File: config.mk
export PLATFORM = sky130hd
export DESIGN_NAME = ahb_bus_matrix_decoder_param
export DESIGN_NICKNAME = d
export VERILOG_FILES = /design/src/rtl/ahb_dec_pkg.sv /design/src/rtl/ahb_dec_default_slave.sv /design/src/rtl/ahb_bus_matrix_decoder_param.sv
export SDC_FILE = /design/constraint.sdc
export NUM_CORES = 1
export LEC_CHECK = 0
export CAP_MARGIN = 40
export CORE_AREA = 2 2 123 125
export DETAILED_ROUTE_END_ITERATION = 8
export DIE_AREA = 0 0 125 127
export SLEW_MARGIN = 20
export SYNTH_ARGS = -nofsm -noshare
export SYNTH_HDL_FRONTEND = slang
export SYNTH_SLANG_ARGS = --single-unit
File: constraint.sdc
create_clock -name HCLK -period 2.9 [get_ports HCLK]
set_input_delay 0.29 -clock HCLK [delete_from_list [all_inputs] [get_ports HCLK]]
set_output_delay 0.29 -clock HCLK [all_outputs]
set_load 0.1 [all_outputs]
File: src/rtl/ahb_dec_pkg.sv
// Shared definitions for the AHB bus-matrix decoder: transfer/response
// encodings, the default-slave state type and a transfer-type helper.
package ahb_dec_pkg;

  typedef enum logic [1:0] {
    HTRANS_IDLE   = 2'b00,
    HTRANS_BUSY   = 2'b01,
    HTRANS_NONSEQ = 2'b10,
    HTRANS_SEQ    = 2'b11
  } htrans_e;

  typedef enum logic [1:0] {
    HRESP_OKAY  = 2'b00,
    HRESP_ERROR = 2'b01
  } hresp_e;

  typedef enum logic [1:0] {
    DS_OKAY = 2'd0,
    DS_ERR1 = 2'd1,
    DS_ERR2 = 2'd2
  } ds_state_e;

  localparam logic [7:0] ERR_COUNT_MAX = 8'hFF;

  // NONSEQ and SEQ are the only transfer types that request a data phase.
  function automatic logic is_active_trans(input logic [1:0] trans);
    return (trans == HTRANS_NONSEQ) || (trans == HTRANS_SEQ);
  endfunction

endpackage

File: src/rtl/ahb_dec_default_slave.sv
// Integrated default slave: two-cycle ERROR response FSM plus a saturating
// count of ERROR responses with synchronous clear.
module ahb_dec_default_slave
  import ahb_dec_pkg::*;
(
  input  logic       HCLK,
  input  logic       HRESETn,
  input  logic       i_sel,
  input  logic       i_ready,
  input  logic [1:0] i_trans,
  input  logic       i_err_clr,
  output logic       o_readyout,
  output logic [1:0] o_resp,
  output logic [7:0] o_err_count
);

  ds_state_e  r_state;
  logic       r_readyout;
  logic [1:0] r_resp;
  logic [7:0] r_err_count;
  logic       w_go;
  logic       w_enter_err1;

  assign w_go         = i_sel & i_ready & is_active_trans(i_trans);
  assign w_enter_err1 = w_go & (r_state != DS_ERR1);

  always_ff @(posedge HCLK or negedge HRESETn) begin
    if (!HRESETn) begin
      r_state     <= DS_OKAY;
      r_readyout  <= 1'b1;
      r_resp      <= HRESP_OKAY;
      r_err_count <= '0;
    end else begin
      case (r_state)
        DS_ERR1: begin
          r_state    <= DS_ERR2;
          r_readyout <= 1'b1;
          r_resp     <= HRESP_ERROR;
        end
        default: begin
          // OKAY and ERR2 both accept a new request; ERR2 may re-enter ERR1.
          if (w_go) begin
            r_state    <= DS_ERR1;
            r_readyout <= 1'b0;
            r_resp     <= HRESP_ERROR;
          end else begin
            r_state    <= DS_OKAY;
            r_readyout <= 1'b1;
            r_resp     <= HRESP_OKAY;
          end
        end
      endcase

      if (i_err_clr) begin
        r_err_count <= w_enter_err1 ? 8'd1 : '0;
      end else if (w_enter_err1 && (r_err_count != ERR_COUNT_MAX)) begin
        r_err_count <= r_err_count + 8'd1;
      end
    end
  end

  assign o_readyout  = r_readyout;
  assign o_resp      = r_resp;
  assign o_err_count = r_err_count;

endmodule

File: src/rtl/ahb_bus_matrix_decoder_param.sv
// Parametrised bus-matrix decoder with mask/base region table and default slave.
// Optional data-phase wait-timeout monitor enabled by AHB_DEC_TIMEOUT_EN.
module ahb_bus_matrix_decoder_param
  import ahb_dec_pkg::*;
#(
  parameter int unsigned             NUM_PORTS      = 3,
  parameter int unsigned             DEC_LSB        = 10,
  parameter int unsigned             DW             = 32,
  parameter int unsigned             UW             = 32,
  parameter logic [NUM_PORTS*32-1:0] REGION_BASE    = {32'h1000_0000, 32'h0000_0000, 32'h0001_0000},
  parameter logic [NUM_PORTS*32-1:0] REGION_MASK    = {32'hFFFF_8000, 32'hFFFF_8000, 32'hFFFF_E000},
  parameter int unsigned             TIMEOUT_CYCLES = 256
) (
  input  logic                   HCLK,
  input  logic                   HRESETn,
  input  logic                   HREADYS,
  input  logic                   sel_dec,
  input  logic [31-DEC_LSB:0]    decode_addr_dec,
  input  logic [1:0]             trans_dec,
  input  logic [NUM_PORTS-1:0]   active_dec_in,
  input  logic [NUM_PORTS-1:0]   readyout_dec_in,
  input  logic [2*NUM_PORTS-1:0] resp_dec_in,
  input  logic [NUM_PORTS*DW-1:0] rdata_dec_in,
  input  logic [NUM_PORTS*UW-1:0] ruser_dec_in,
  input  logic                   err_clr,
  output logic [NUM_PORTS-1:0]   sel_dec_out,
  output logic                   active_dec,
  output logic                   HREADYOUTS,
  output logic [1:0]             HRESPS,
  output logic [DW-1:0]          HRDATAS,
  output logic [UW-1:0]          HRUSERS,
  output logic [7:0]             err_count,
  output logic                   timeout_evt
);

  localparam int unsigned    PW       = $clog2(NUM_PORTS + 1);
  localparam int unsigned    AW       = 32 - DEC_LSB;
  localparam logic [PW-1:0]  DFT_PORT = PW'(NUM_PORTS);

  if ((NUM_PORTS < 1) || (NUM_PORTS > 8) || (TIMEOUT_CYCLES < 1)) begin : g_bad_cfg
    $error("ahb_bus_matrix_decoder_param: NUM_PORTS must be 1..8 and TIMEOUT_CYCLES >= 1");
  end

  logic [NUM_PORTS-1:0] w_match;
  logic [PW-1:0]        w_dec_port;
  logic [PW-1:0]        w_addr_port;
  logic [PW-1:0]        r_data_port;
  logic                 w_sel_dft;
  logic                 w_active;
  logic                 w_readyout;
  logic [1:0]           w_resp;
  logic [DW-1:0]        w_rdata;
  logic [UW-1:0]        w_ruser;
  logic                 w_ds_readyout;
  logic [1:0]           w_ds_resp;

  for (genvar g = 0; g < NUM_PORTS; g++) begin : g_region
    localparam logic [AW-1:0] BASE = REGION_BASE[g*32+DEC_LSB +: AW];
    localparam logic [AW-1:0] MASK = REGION_MASK[g*32+DEC_LSB +: AW];
    assign w_match[g]     = ((decode_addr_dec & MASK) == (BASE & MASK));
    assign sel_dec_out[g] = sel_dec & (w_addr_port == PW'(g));
  end

  // Scan downwards so the lowest matching index is the one left standing.
  always_comb begin
    w_dec_port = DFT_PORT;
    for (int unsigned i = NUM_PORTS; i > 0; i--) begin
      if (w_match[i-1]) w_dec_port = PW'(i - 1);
    end
  end

  assign w_addr_port = (trans_dec == HTRANS_IDLE) ? r_data_port : w_dec_port;
  assign w_sel_dft   = sel_dec & (w_addr_port == DFT_PORT);

  always_comb begin
    w_active = 1'b1;
    for (int unsigned i = 0; i < NUM_PORTS; i++) begin
      if (w_addr_port == PW'(i)) w_active = active_dec_in[i];
    end
  end
  assign active_dec = w_active;

  always_ff @(posedge HCLK or negedge HRESETn) begin
    if (!HRESETn) begin
      r_data_port <= DFT_PORT;
    end else if (HREADYS) begin
      r_data_port <= w_addr_port;
    end
  end

  always_comb begin
    w_readyout = w_ds_readyout;
    w_resp     = w_ds_resp;
    w_rdata    = '0;
    w_ruser    = '0;
    for (int unsigned i = 0; i < NUM_PORTS; i++) begin
      if (r_data_port == PW'(i)) begin
        w_readyout = readyout_dec_in[i];
        w_resp     = resp_dec_in[2*i +: 2];
        w_rdata    = rdata_dec_in[i*DW +: DW];
        w_ruser    = ruser_dec_in[i*UW +: UW];
      end
    end
  end

  assign HREADYOUTS = w_readyout;
  assign HRESPS     = w_resp;
  assign HRDATAS    = w_rdata;
  assign HRUSERS    = w_ruser;

  ahb_dec_default_slave u_default_slave (
    .HCLK        (HCLK),
    .HRESETn     (HRESETn),
    .i_sel       (w_sel_dft),
    .i_ready     (HREADYS),
    .i_trans     (trans_dec),
    .i_err_clr   (err_clr),
    .o_readyout  (w_ds_readyout),
    .o_resp      (w_ds_resp),
    .o_err_count (err_count)
  );

`ifdef AHB_DEC_TIMEOUT_EN
  localparam int unsigned   TW      = $clog2(TIMEOUT_CYCLES + 1);
  localparam logic [TW-1:0] TO_LAST = TW'(TIMEOUT_CYCLES - 1);
  localparam logic [TW-1:0] TO_CAP  = TW'(TIMEOUT_CYCLES);

  logic [TW-1:0] r_wait_cnt;
  logic          w_waiting;

  assign w_waiting = (r_data_port < DFT_PORT) & ~w_readyout;

  // Counting past the last value to a hold point makes the pulse one-shot.
  always_ff @(posedge HCLK or negedge HRESETn) begin
    if (!HRESETn) begin
      r_wait_cnt <= '0;
    end else if (w_readyout) begin
      r_wait_cnt <= '0;
    end else if (w_waiting && (r_wait_cnt != TO_CAP)) begin
      r_wait_cnt <= r_wait_cnt + TW'(1);
    end
  end

  assign timeout_evt = w_waiting & (r_wait_cnt == TO_LAST);
`else
  assign timeout_evt = 1'b0;
`endif

endmodule

# [Yosys cells after proc, flatten, opt, wreduce, memory -nomap -nowiden]
# Index checks and enable logic that the tools add are counted.
[totals] word_cells=59 out_inout_bits=80 in_bits=233 reg_bits=15
[classes] n_eq_ne=12 bitwise_logic=7 n_reduce_logical=7 muxes=27 n_addsub=1
[op_table] op="32-bit 2-to-1 mux" count=6
[op_table] op="22-bit zero test" count=1
[op_table] op="19-bit by 4-bit equality test with 1-bit output (second input constant)" count=1
[op_table] op="17-bit by 14-bit equality test with 1-bit output (second input constant)" count=1
[op_table] op="2-bit 2-to-1 mux" count=8
[op_table] op="8-bit 2-to-1 mux" count=2
[op_table] op="1-bit 2-to-1 mux" count=11
[op_table] op="2-bit equality test (second input constant)" count=5
[op_table] op="8-bit by 1-bit adder with 8-bit output (second input constant)" count=1
[op_table] op="8-bit inequality test (second input constant)" count=1
[op_table] op="1-bit AND" count=7
[op_table] op="2-bit by 1-bit equality test with 1-bit output (second input constant)" count=3
[op_table] op="2-bit zero test" count=3
[op_table] op="2-bit by 1-bit inequality test with 1-bit output (second input constant)" count=1
[op_table] op="2-bit nonzero test" count=1
[op_table] op="1-bit logical AND" count=1
[op_table] op="1-bit logical OR" count=1

# [Logic depth before layout (Yosys ltp)]
# Gate-level depths: netlist (run 1).
[depth] depth_word=13 ltp_mapped=6 mapped_depth_nobuf=6

# [Cells and area by module]
# A second synthesis (run 1) with hierarchy kept.
[hier_totals] cells_unflattened=303 area_unflattened_um2=2223.4
[modules_own_cells] module="ahb_bus_matrix_decoder_param" area_each_um2=1639.1 cells_per_inst=247 instances=1 seq_area_each_um2=52.6
[modules_own_cells] module="ahb_dec_default_slave" area_each_um2=584.3 cells_per_inst=56 instances=1 seq_area_each_um2=301.5

# [Worst setup path before layout (run 1)]
# OpenSTA, ideal clock, no wires.
[synth_timing] kind="input to output" startpoint="input decode_addr_dec[8]" endpoint="output sel_dec_out[0]" required_ns=2.610 setup_slack_ns=-1.233 cell_stages=6 path_buffers=1 t_arrival_ns=3.843 cell_sequence="or4_4 or2_4 o41ai_4 buf_6 a31oi_2 nor3b_1"
[synth_via] elab_chain_cells=7
[synth_rtl] item="from (decl)" line_no="ahb_bus_matrix_decoder_param.sv:18" text="input logic [31-DEC_LSB:0] decode_addr_dec,"
[synth_rtl] item="17-bit by 14-bit equality test with 1-bit output" line_no="ahb_bus_matrix_decoder_param.sv:60" text="assign w_match[g] = ((decode_addr_dec & MASK) == (BASE & MASK));"
[synth_rtl] item="1-bit 2-to-1 mux" line_no="ahb_bus_matrix_decoder_param.sv:68" text="if (w_match[i-1]) w_dec_port = PW'(i - 1);"
[synth_rtl] item="2-bit 2-to-1 mux" line_no="ahb_bus_matrix_decoder_param.sv:68"
[synth_rtl] item="2-bit 2-to-1 mux *" line_no="ahb_bus_matrix_decoder_param.sv:68"
[synth_rtl] item="2-bit 2-to-1 mux *" line_no="ahb_bus_matrix_decoder_param.sv:72" text="assign w_addr_port = (trans_dec == HTRANS_IDLE) ? r_data_port : w_dec_port;"
[synth_rtl] item="2-bit zero test *" line_no="ahb_bus_matrix_decoder_param.sv:61" text="assign sel_dec_out[g] = sel_dec & (w_addr_port == PW'(g));"
[synth_rtl] item="1-bit AND *" line_no="ahb_bus_matrix_decoder_param.sv:61"
[synth_rtl] item="to (decl)" line_no="ahb_bus_matrix_decoder_param.sv:26" text="output logic [NUM_PORTS-1:0] sel_dec_out,"
# Mark *: on every way between the ends. The rest lies on a longest branch, timed or not.

# [Worst setup path in the final report (run 1)]
[layout_timing] startpoint="input decode_addr_dec[8]" endpoint="output active_dec"
[layout_via] elab_chain_cells=9
[layout_rtl] item="17-bit by 14-bit equality test with 1-bit output" line_no="ahb_bus_matrix_decoder_param.sv:60"
[layout_rtl] item="1-bit 2-to-1 mux" line_no="ahb_bus_matrix_decoder_param.sv:68"
[layout_rtl] item="2-bit 2-to-1 mux" line_no="ahb_bus_matrix_decoder_param.sv:68"
[layout_rtl] item="2-bit 2-to-1 mux *" line_no="ahb_bus_matrix_decoder_param.sv:68"
[layout_rtl] item="2-bit 2-to-1 mux *" line_no="ahb_bus_matrix_decoder_param.sv:72"
[layout_rtl] item="2-bit zero test" line_no="ahb_bus_matrix_decoder_param.sv:78" text="if (w_addr_port == PW'(i)) w_active = active_dec_in[i];"
[layout_rtl] item="1-bit 2-to-1 mux (2 in series)" line_no="ahb_bus_matrix_decoder_param.sv:78"
[layout_rtl] item="1-bit 2-to-1 mux *" line_no="ahb_bus_matrix_decoder_param.sv:78"
[layout_rtl] item="to (decl)" line_no="ahb_bus_matrix_decoder_param.sv:27" text="output logic active_dec,"
# Marks and branches as above.

==> results of run 1 <==
[metrics by stage]
| stage | power [mW] | cell area (µm²) | setup WS (ns) | utilization | hold slack [ns] |
|---|---|---|---|---|---|
| after global placement | 0.6253 | 6492 | 0.2039 | 0.4501 | 0.5592 |
| after detailed placement | 0.6305 | 6492 | 0.1303 | 0.4501 | 0.5708 |
| final | 0.9127 | 6584 | 0.1497 | 0.4565 | 0.4687 |
| after floorplan | 0.2937 | 2505 | -0.2464 | - | -0.005591 |
| after global routing | 0.9586 | 6584 | 0.06784 | 0.4565 | 0.5114 |
| after CTS | 0.9227 | 6581 | 0.1343 | 0.4563 | 0.4833 |
[cell families (layout without fill, tap and decap cells)]
| logic type | Yosys count | in the layout | share of synthesized area |
|---|---|---|---|
| simple gates | 112 | 112 | 0.2313 |
| compound gates | 85 | 85 | 0.2126 |
| mux | 73 | 73 | 0.3381 |
| buf+inv | 30 | 322 | 0.05507 |
| flops | 14 | 14 | 0.1558 |
| fa+ha+maj | 1 | 1 | 0.005506 |
| other cells | 1 | 2 | 0.001650 |
[state kept, by name (all words and copies together) (netlist names)]
register,cells
r_data_port,2
u_default_slave.o_err_count,8
u_default_slave.r_state,2
u_default_slave.o_readyout,1
u_default_slave.o_resp,1
[layout make-up]
type,instances,area (µm²)
Inverter,5,18.77
Clock buffer,4,88.84
Sequential cell,14,361.6
Timing Repair Buffer,313,3849
Tap cell,184,230.2
Fill cell,1346,7840
Antenna cell,1,2.502
Multi-Input combinational cell,272,2033
[critical path: cells and delay by family]
family / cells / cell delay (ns)
mux: 2 / 0.41
simple gates: 2 / 0.90
buf+inv: 2 / 0.61
compound gates: 1 / 0.24
[per-layer routing]
layer,share of wire,routed length [µm],track usage,up-vias
met5,0,0,0,-
met4,0.028,369,0.03922,0
met3,0.066,879,0.02848,22
met2,0.53,7072,0.3043,167
met1,0.38,5042,0.1788,1597
li1,-,-,-,1739
[worst paths after layout]
path / startpoint / endpoint / slack, ns / cells past startpoint
max reg2reg: r_data_port[0]$_DFFE_PN1P_ / u_default_slave.o_err_count[6]$_DFFE_PN0P_ / 0.70 / 5
max: decode_addr_dec[8] / active_dec / 0.15 / 7
max in group asynchronous: HRESETn / u_default_slave.r_state[1]$_DFF_PN0_ / 1.99 / 1
min in group HCLK: u_default_slave.r_state[0]$_DFF_PN0_ / u_default_slave.o_resp[0]$_DFF_PN0_ / 0.58 / 2
min: HRESETn / u_default_slave.o_err_count[4]$_DFFE_PN0P_ / 0.47 / 1
min reg2reg: u_default_slave.r_state[0]$_DFF_PN0_ / u_default_slave.o_resp[0]$_DFF_PN0_ / 0.58 / 2
[where the power goes]
group          internal (mW)  switching (mW)  total [mW]
clock network          0.209          0.0765       0.285
logic                  0.305           0.119       0.425
registers              0.200         0.00252       0.203
[synth_stat cells, drive strengths merged, types with 5 or more instances]
library cell	number
inv	5
clkbuf	16
buf	9
dfrtp	11
nand2	67
nand3	5
o21ai	68
mux2i	67
a21oi	6
nor3	5
nor2	10
or4	6
==> metrics.txt, run 1 <==
status finished, final reports clean; Worst path slowest cell or4_4; Tcrit/Tclk final 0.9484; DR vias 3,525; Worst Setup End Kind output pin; post-synth top area cell mux2i_1; starting DRC count in detailed routing 106; Max Root-Sink Buffers 2; row cnt 44; ys flop type dfrtp_1; fin crit period 2.750 ns; CTS root buf clkbuf_16; Setup TNS 0 ns; PwrDens 138.6 nW/µm²; syn_nets 550; sequential cell area fraction in the yosys report 0.1558; yosys warns 0; Vias/cell 4.445; CTS tree built; number of detailed-route iterations in the first pass 5; biggest cell delay along the critical path 0.55 ns; NumNets Final 843; Synth Cell Area 2272 µm²; GRT Util Overall 0.1577; critical path launch point type input port; Die X 125 µm; placed cells 788; Area Growth Syn to Fin 189.8%; critical path peak fanout 6; FMAX 363.6 MHz; core box area 14,420 µm²; Worst Max-Slew Pin Slew 0.6853 ns; Max Slew Vio Count 0; crit path DAT 2.46 ns; WP data required 2.61 ns; Final ANT Viol Nets 0; DRT Wirelength 13.36 mm; Yosys reg bits 14; hpwl dp 11.26 mm; Die Y 127 µm; Hold WC Path Type input port to asynchronous set/reset pin; RSZ-0062 raised after global routing no; # clock sinks 14; Post-CTS Setup Bufs 0; Hold Buf Count CTS 0; largest cells by area after synthesis mux2i_1 (30%), o21ai_0 (15%), dfrtp_1 (12%), nand2_1 (11%), dfstp_2 (3.5%); Starting Density 0.1575; # IOs 313; Max VDD drop 284.8 µV; pin count of the biggest net entering global routing 68; Die Area 15,880 µm²; critical path class input port to output pin; Slew Limit Headroom 0.5417; number of global-route vias before repair 3,730; clock-pin slew on the worst setup and hold paths 0.05 ns; CTS buffer count 3; port bufs 308; first-pass GRT wire length 20.31 mm; CTS-repair resized insts 0; final hold vios 0; Final Instance Count excl. Fillers 793; Residual DRC 0; Placer Congestion 0.9280; ys async rst share 1.000; WL per Instance 16.85 µm; Worst-Skew Late Latency 0.24 ns; Final Setup Violations 0; commonest cells after routing, fill and taps aside clkdlybuf4s50_1 (229), buf_12 (74), nand2_1 (67); initial antenna violation count 1; leakage 2.924 nW; skew final 0.002104 ns; H-tree levels 1; Yosys cell types 43; Max Cap Viol 0; Avg Inst Size Synth 7.190 µm²; Yosys top cell area share 0.2952; GR Overflow Total 0; Post-Syn Instances 316; worst path cell trace clkdlybuf4s50_1 > or4_4 > nor4_1 > a21oi_1 > mux2i_1 > mux2i_2 > buf_12; EDFF count, synth 0; commonest non-fill, non-tap cell in the layout clkdlybuf4s50_1; layout cell share with drive strength beyond 1 0.2829
(Power assumes the default switching activity.)
==> run 2, diff against run 1 <==
- CORE_AREA: 2 2 123 125 -> 2 2 121 123
- DIE_AREA: 0 0 125 127 -> 0 0 123 125
- clock period: 2.9 -> 3.1 ns (I/O delays scaled with it)
==> metrics.txt, run 2 (synthesized netlist as in run 1, its figures left out) <==
status finished, final reports clean; WL per Instance 17.16 µm; switching power 189.4 µW; Int Pwr 647.5 µW; CTS tree built; Worst Max-Slew Pin Slew 0.7286 ns; Worst Setup End Kind output pin; RSZ-0062 raised after global routing no; hold_ws 0.4570 ns; Max VDD drop 211.1 µV; Hold WC Path Type input port to asynchronous set/reset pin; Die Area 15,380 µm²; number of detailed-route iterations in the first pass 4; Die X 123 µm; R2R Path End u_default_slave.o_err_count[6]$_DFFE_PN0P_; FF-to-FF Start r_data_port[0]$_DFFE_PN1P_; NumNets Final 849; Worst-Skew Late Latency 0.25 ns; commonest cells after routing, fill and taps aside clkdlybuf4s50_1 (234), buf_12 (69), nand2_1 (67); Placer Congestion 0.8739; Tcrit/Tclk final 0.9266; crit path DAT 2.56 ns; setup slack at placement 0.2360 ns; starting DRC count in detailed routing 94; port bufs 308; met2 Use GR 0.3178; # IOs 313; final worst slack 0.2276 ns; Residual DRC 0; Fill cells 1,341; core box area 14,200 µm²; final hold vios 0; CTS-repair resized insts 0; Final Setup Violations 0; Max Slew Vio Count 0; Slew Limit Headroom 0.5143; Starting Density 0.1600; Final ANT Viol Nets 0; GR Overflow Total 0; Hold Buf Count CTS 0; FMAX 348.1 MHz; H-tree levels 1; DR vias 3,599; met3 usage 0.04380; DRT Wirelength 13.71 mm; CTS buffer count 3; Worst R2R Setup Slack 0.78 ns; combinational share of power 0.474; initial antenna violation count 2; WP data required 2.79 ns; clock-pin slew on the worst setup and hold paths 0.05 ns; number of global-route vias before repair 3,824; CTS root buf clkbuf_16; # clock sinks 14; critical path class input port to output pin; GRT Max-Usage Layer met2; GR Layer Usage met1 0.1736; GRT Util Overall 0.1645; Clk pwr share 0.299; Flop pwr share 0.227; fin crit period 2.872 ns; Worst Reg-to-Reg Cells 5; critical path peak fanout 6; switch share 0.2263; pin count of the biggest net entering global routing 66; first-pass GRT wire length 20.01 mm; layout cell share with drive strength beyond 1 0.2476; commonest non-fill, non-tap cell in the layout clkdlybuf4s50_1; hpwl dp 11.29 mm; leakage 2.882 nW; Power, Total 836.8 µW; Max Root-Sink Buffers 2; max reg flops 8; Area Growth Syn to Fin 187.4%; Max Cap Viol 0; Die Y 125 µm; Vias/cell 4.504; Post-CTS Setup Bufs 0; skew final 0.004113 ns; critical path launch point type input port; PwrDens 128.1 nW/µm²; row cnt 44
==> run 2: layout make-up <==
class                           count  area (µm²)  share of cell area
Antenna cell                        1       2.502           0.0003831
Clock buffer                        4       78.83             0.01207
Inverter                            5       18.77            0.002874
Multi-Input combinational cell    272        1958              0.2998
Sequential cell                    14       361.6             0.05536
Tap cell                          184       230.2             0.03525
Timing Repair Buffer              319        3881              0.5943
==> run 2: metrics by stage <==
step                      setup TNS (ns)  cell area, µm²  std cells  utilization
after global placement                 0            6375        789       0.4488
after detailed placement               0            6450        794       0.4541
final                                  0            6531        799       0.4598
after CTS                              0            6529        798       0.4597
after floorplan                 -0.08641            2430        316            -
after global routing                   0            6529        798       0.4597
==> run 2: how the worst max path moves through the flow <==
stage | start | end | slack, ns
floorplan | decode_addr_dec[8] | sel_dec_out[0] | -0.09
global placement | decode_addr_dec[8] | active_dec | 0.35
detailed placement | decode_addr_dec[8] | active_dec | 0.24
CTS | decode_addr_dec[8] | active_dec | 0.22
global route | decode_addr_dec[8] | active_dec | 0.14
finish | decode_addr_dec[8] | active_dec | 0.23
==> run 2: routing by layer <==
| metal | vias up | routed length [µm] | share of wire |
|---|---|---|---|
| met2 | 162 | 7184 | 0.52 |
| met3 | 20 | 1334 | 0.097 |
| met5 | - | 16 | 0.0012 |
| met1 | 1672 | 4919 | 0.36 |
| met4 | 2 | 259 | 0.019 |
| li1 | 1743 | - | - |
==> run 2: critical path, stage by stage <==
cell and delay, ns:
clkdlybuf4s50_1 0.41, or4_4 0.54, nor4_1 0.41, a21oi_1 0.27, mux2i_1 0.18, mux2i_2 0.22, buf_12 0.21
==> run 2: power by group through the flow <==
stage / Combinational [mW] / Sequential [mW] / Clock (mW)
floorplan: 0.0701 / 0.202 / 0
global placement: 0.386 / 0.192 / 0
detailed placement: 0.397 / 0.193 / 0
CTS: 0.400 / 0.190 / 0.252
global route: 0.422 / 0.190 / 0.261
finish: 0.396 / 0.190 / 0.250
==> run 3, diff against run 2 <==
- CELL_PAD_IN_SITES_DETAIL_PLACEMENT: default -> 0
- CELL_PAD_IN_SITES_GLOBAL_PLACEMENT: default -> 1
- CORE_AREA: 2 2 121 123 -> 2 2 127 129
- DIE_AREA: 0 0 123 125 -> 0 0 129 131
- PLACE_DENSITY_LB_ADDON: default -> 0.1
- RECOVER_POWER: default -> 100
==> metrics.txt, run 3 (synthesized netlist as in run 1, its figures left out) <==
Max Cap Viol 0; Slew Limit Headroom 0.2221; finished layout cell area 6136 µm²; WP data required 2.79 ns; biggest cell delay along the critical path 0.78 ns; commonest non-fill, non-tap cell in the layout clkdlybuf4s50_1; Worst Max-Slew Pin Slew 1.172 ns; WP buf/inv 3; Tcrit/Tclk final 0.9408; CTS-repair resized insts 0; DRT Wirelength 15.64 mm; core box area 15,600 µm²; max reg flops 8; critical path class flip-flop to output pin; cell area after placement 6535 µm²; initial antenna violation count 1; Hold Buf Count CTS 0; ant diodes 0; port bufs 308; Die Area 16,900 µm²; Die Y 131 µm; final hold vios 0; Area Growth Syn to Fin 170.0%; Max Slew Vio Count 0; H-tree levels 1; met3 routed WL 1.447 mm; RSZ-0062 raised after global routing no; wl on met1 5.837 mm; first-pass GRT wire length 21.29 mm; GRT Util Overall 0.1658; Worst path slowest cell dfstp_4; worst path cell trace buf_4 > buf_6 > mux2i_1 > o21ai_2 > clkbuf_4; leakage 2.764 nW; Worst Reg-to-Reg Cells 5; Post-CTS Setup Bufs 0; starting DRC count in detailed routing 68; row cnt 46; fin crit period 2.917 ns; # IOs 313; critical path's top delay family buffers and inverters; status finished, final reports clean; clock-pin slew on the worst setup and hold paths 0.05 ns; hpwl dp 13.16 mm; number of detailed-route iterations in the first pass 6; crit path DAT 2.61 ns; DR vias 3,515; Placer Congestion 0.8027; CTS buffer count 3; Vias/cell 4.235; WL per Instance 18.85 µm; Hold WC Path Type input port to asynchronous set/reset pin; Worst Setup End Kind output pin; layout cell share with drive strength beyond 1 0.2215; CTS root buf clkbuf_16; pin count of the biggest net entering global routing 40; PwrDens 136.5 nW/µm²; met2 WL 8.170 mm; critical path launch point type flip-flop; number of global-route vias before repair 3,339; critical path peak fanout 35; Final Setup Violations 0; Residual DRC 0; uppermost layer routed met5; FMAX 342.9 MHz; # clock sinks 14; Setup TNS 0 ns; NumNets Final 849; WP depth 5; CTS tree built; skew final 0.001768 ns; Final ANT Viol Nets 0; Max VDD drop 283.8 µV; commonest cells after routing, fill and taps aside clkdlybuf4s50_1 (231), nand2_1 (67), mux2i_1 (66); Worst-Skew Late Latency 0.24 ns; Die X 129 µm; GR Overflow Total 0; Max Root-Sink Buffers 2; Starting Density 0.1457
-- run 3: cell types whose count changed in the layout (fill, tap and decap cells not counted), moves of 3 or more --
cell	change
buf_12	-26
o21ai_0	+17
o21ai_1	-14
clkbuf_2	+11
clkbuf_1	+8
clkbuf_4	+8
buf_8	-5
buf_4	+3
clkdlybuf4s50_1	-3
o21ai_2	-3
-- run 3: path summary, 6_finish.rpt --
| check | start | endpoint | slack, ns |
|---|---|---|---|
| setup reg to reg | r_data_port[0]$_DFFE_PN1P_ | u_default_slave.o_err_count[6]$_DFFE_PN0P_ | 0.83 |
| hold reg to reg | u_default_slave.o_err_count[6]$_DFFE_PN0P_ | u_default_slave.o_err_count[6]$_DFFE_PN0P_ | 0.57 |
| max in group asynchronous | HRESETn | u_default_slave.o_resp[0]$_DFF_PN0_ | 2.15 |
| min in group HCLK | u_default_slave.o_err_count[6]$_DFFE_PN0P_ | u_default_slave.o_err_count[6]$_DFFE_PN0P_ | 0.57 |
| setup / recovery | r_data_port[0]$_DFFE_PN1P_ | HRDATAS[3] | 0.18 |
| hold / removal | HRESETn | u_default_slave.o_err_count[5]$_DFFE_PN0P_ | 0.54 |
-- run 3: layer usage --
metal | GRT usage | vias up
met5 | 0 | -
met4 | 0.02238 | 2
met2 | 0.3069 | 153
met3 | 0.05171 | 12
li1 | - | 1739
met1 | 0.1922 | 1609
-- run 3: area by class of cell --
class                      instances  area, µm²
fill                            1586       9462
clock buffer                       4      88.84
inverter                           5      18.77
timing repair buffer             319       3476
tap                              216      270.3
sequential                        14      361.6
multi-input combinational        272       1921
-- run 3: worst reg2reg max path, cell delays in order, from the launching register on --
cell and delay, ns:
dfstp_4 0.78, or3_1 0.20, o41ai_4 0.08, clkbuf_1 0.28, or4_2 0.70, a21oi_1 0.15
-- run 3: power by group --
part | switching, mW | internal, mW | leakage (nW)
clock network | 0.0708 | 0.195 | 0.0442
registers | 0.00229 | 0.188 | 0.182
logic | 0.104 | 0.278 | 2.54
-- run 3: metrics by stage --
step                      utilization  power (mW)  instances  worst slack [ns]  hold slack, ns
after global placement         0.4100      0.5752        819            0.2833          0.5580
after global routing           0.3934      0.8819        830           0.06413          0.5824
final                          0.3934      0.8378        830            0.1834          0.5354
after CTS                      0.4247      0.8543        830            0.2113          0.4963
after detailed placement       0.4190      0.5801        826            0.2256          0.5587
after floorplan                     -      0.2725        316          -0.08641         0.01441
==> patch: new RTL, settings of run 3 <==
The 3 states of `ds_state_e` get a one-hot encoding in 3 bits.
--- a/src/rtl/ahb_dec_pkg.sv
+++ b/src/rtl/ahb_dec_pkg.sv
@@ -14,10 +14,10 @@
     HRESP_ERROR = 2'b01
   } hresp_e;
 
-  typedef enum logic [1:0] {
-    DS_OKAY = 2'd0,
-    DS_ERR1 = 2'd1,
-    DS_ERR2 = 2'd2
+  typedef enum logic [2:0] {
+    DS_OKAY = 3'b001,
+    DS_ERR1 = 3'b010,
+    DS_ERR2 = 3'b100
   } ds_state_e;
 
   localparam logic [7:0] ERR_COUNT_MAX = 8'hFF;
Formal check against the unedited RTL: no difference found for any inputs over 10 cycles, from zero or initial values and one cycle with HRESETn low; not proved beyond that.
==> patch against run 3 <==
First-iteration DRC count up 44%. Power down 1.7%. Wire length down 4.8%. Sequential share of layout area up 0.51 points. Final area down 2.2%. Area after synthesis down 2.6%. Critical endpoint is now HRDATAS[11]. Sequential cell count up 1. Fmax up 2.9%. Setup slack better by 0.083 ns. Count of clock-buffer cells in the layout unchanged.
==> patch: results (changes against run 3) <==
----------------------------------------------------
[Final layout]
  Number of inserted filler cells in the final layout ... 1,570 (was 1,586)
  Number of antenna repair diodes ... 0 (unchanged)
  Flip-flop count of the largest register, all copies and words added ... 8 (unchanged)
  Share of cells above drive strength 1 ... 0.1509 (was 0.2215)
  Final nets ... 838 (was 849)

[Critical path]
  Worst Path Max Fanout ... 34 (was 35)
  Critical Path AT ... 2.52 ns (was 2.61 ns)

[Global routing]
  Maximum number of pins on one net before global-route repair ... 68 (was 40)
  Number of global-route vias before repair ... 3,267 (was 3,339)
  All-layer global routing usage ... 0.1589 (was 0.1658)
  First-pass GRT wire length ... 20.49 mm (was 21.29 mm)
  Number of antenna violations at the first check in global routing ... 0 (was 1)

[Power]
  Reported leakage power ... 0.002665 uW (was 0.002764 uW)
  Peak ir drop on the vdd network ... 0.0001694 V (was 0.0002838 V)

[Place]
  HPWL after DPL ... 12.41 mm (was 13.16 mm)
  Setup slack after placement ... 0.4645 ns (was 0.2256 ns)
  I/O Buffers ... 308 (unchanged)
  Gpl congestion ... 0.7901 (was 0.8027)
  Placed standard-cell area ... 0.006286 mm2 (was 0.006535 mm2)

[Synthesis]
  Most instantiated cells after synthesis ... nand2_1, mux2i_1, o21ai_0 (was o21ai_0, mux2i_1, nand2_1)
  Post-synth top flop ... dfrtp_1 (unchanged)
  Yosys warnings ... 0 (unchanged)
  Fraction of registers with async set/reset ... 1.000 (unchanged)
  Netlist cell types ... 40 (was 43)
  Largest cells by area after synthesis ... mux2i_1, o21ai_0, dfrtp_1 (unchanged)
  Sequential-to-total area share from yosys stat ... 0.1718 (was 0.1558)
  Synthesized Nets ... 541 (was 550)

[Timing]
  Slew at the pin with the worst max-slew slack ... 1.159 ns (was 1.172 ns)
  Post-Route Skew ... 0.001810 ns (was 0.001768 ns)

[Routing]
  Detail-routed net length per standard cell ... 18.18 um (was 18.85 um)
  Length of the first detailed-routing pass in iterations ... 4 (was 6)
  Mean number of vias per cell ... 4.123 (was 4.235)
  Initial detailed-routing violation count ... 98 (was 68)

[Clocking]
  Number of buffers between clock root and the deepest sink ... 2 (unchanged)
  Root cell of the clock tree ... clkbuf_16 (unchanged)
  Number of buffers inserted by post-CTS setup repair ... 0 (unchanged)
  Number of CTS-inserted buffers ... 3 (unchanged)
  Number of levels in the clock H-tree ... 1 (unchanged)
  Count of instances resized after the clock tree is built ... 0 (unchanged)

[Worst hold path]
  Hold Crit Class ... register to register (was input pin to async pin)

[Status]
  Result of the run ... completed (unchanged)

----------------------------------------------------
patch: cell types whose count changed after synthesis, sizes merged, moves of 3 or more:
cell    change
clkbuf      -3
mux2        -3
nand2       +3
nor2        -3
nor2b       -3
o21ai       +3
or4         -4
patch: routing by layer:
metal	global-route usage	vias to the layer above	wire length (um)
met1	0.1899	1540	5812
li1	-	1697	-
met3	0.03217	8	1045
met5	0	-	0
met2	0.3013	132	7911
met4	0.01982	0	124
patch: power by group:
group          total (uW)  switching (uW)  internal [uW]
Sequential            204            2.60            201
Combinational         373            96.0            277
Clock                 247            73.3            174
Total                 824             172            652
patch: path summary, 6_finish.rpt:
kind | start | endpoint | depth (start not counted) | slack (ns)
setup reg to reg | u_default_slave.o_err_count[0] | u_default_slave.o_err_count[5] | 6 | 0.68
setup / recovery | r_data_port[1] | HRDATAS[11] | 5 | 0.27
max in group asynchronous | HRESETn | u_default_slave.r_state[1] | 1 | 2.13
hold / removal | u_default_slave.r_state[2] | u_default_slave.r_state[2] | 1 | 0.46
min in group asynchronous | HRESETn | u_default_slave.o_err_count[4] | 1 | 0.54
hold reg to reg | u_default_slave.r_state[2] | u_default_slave.r_state[2] | 1 | 0.46
patch: critical path, cell delays in order, from the launching register on:
cell and delay (ns):
dfstp_4 0.83, buf_4 0.39, buf_16 0.28, mux2i_1 0.11
o21ai_1 0.13, clkbuf_2 0.49
patch: kinds of logic after synthesis:
group,share of synthesized area
multiplexers,0.3375
buffers and inverters,0.05031
AO/OA/AOI/OAI,0.2137
AND/OR/NAND/NOR,0.2154
flip-flops,0.1718
adder cells (fa/ha/maj),0.005652
XOR/XNOR,0.003958
other,0.001694
patch: stage by stage:
| stage | power (uW) | std cells |
|---|---|---|
| floorplan | 276.7 | 307 |
| global placement | 581.5 | 811 |
| detailed placement | 587.0 | 815 |
| CTS | 839.5 | 819 |
| global route | 863.8 | 819 |
| finish | 823.6 | 819 |
patch: area by class of cell:
class	instances	area (um2)	area share
flip-flops and latches	15	384.1	0.06398
well taps	216	270.3	0.04502
multi-input cells	265	1719	0.2864
clock buffers	4	78.83	0.01313
repair buffers	316	3540	0.5896
inverters	3	11.26	0.001876
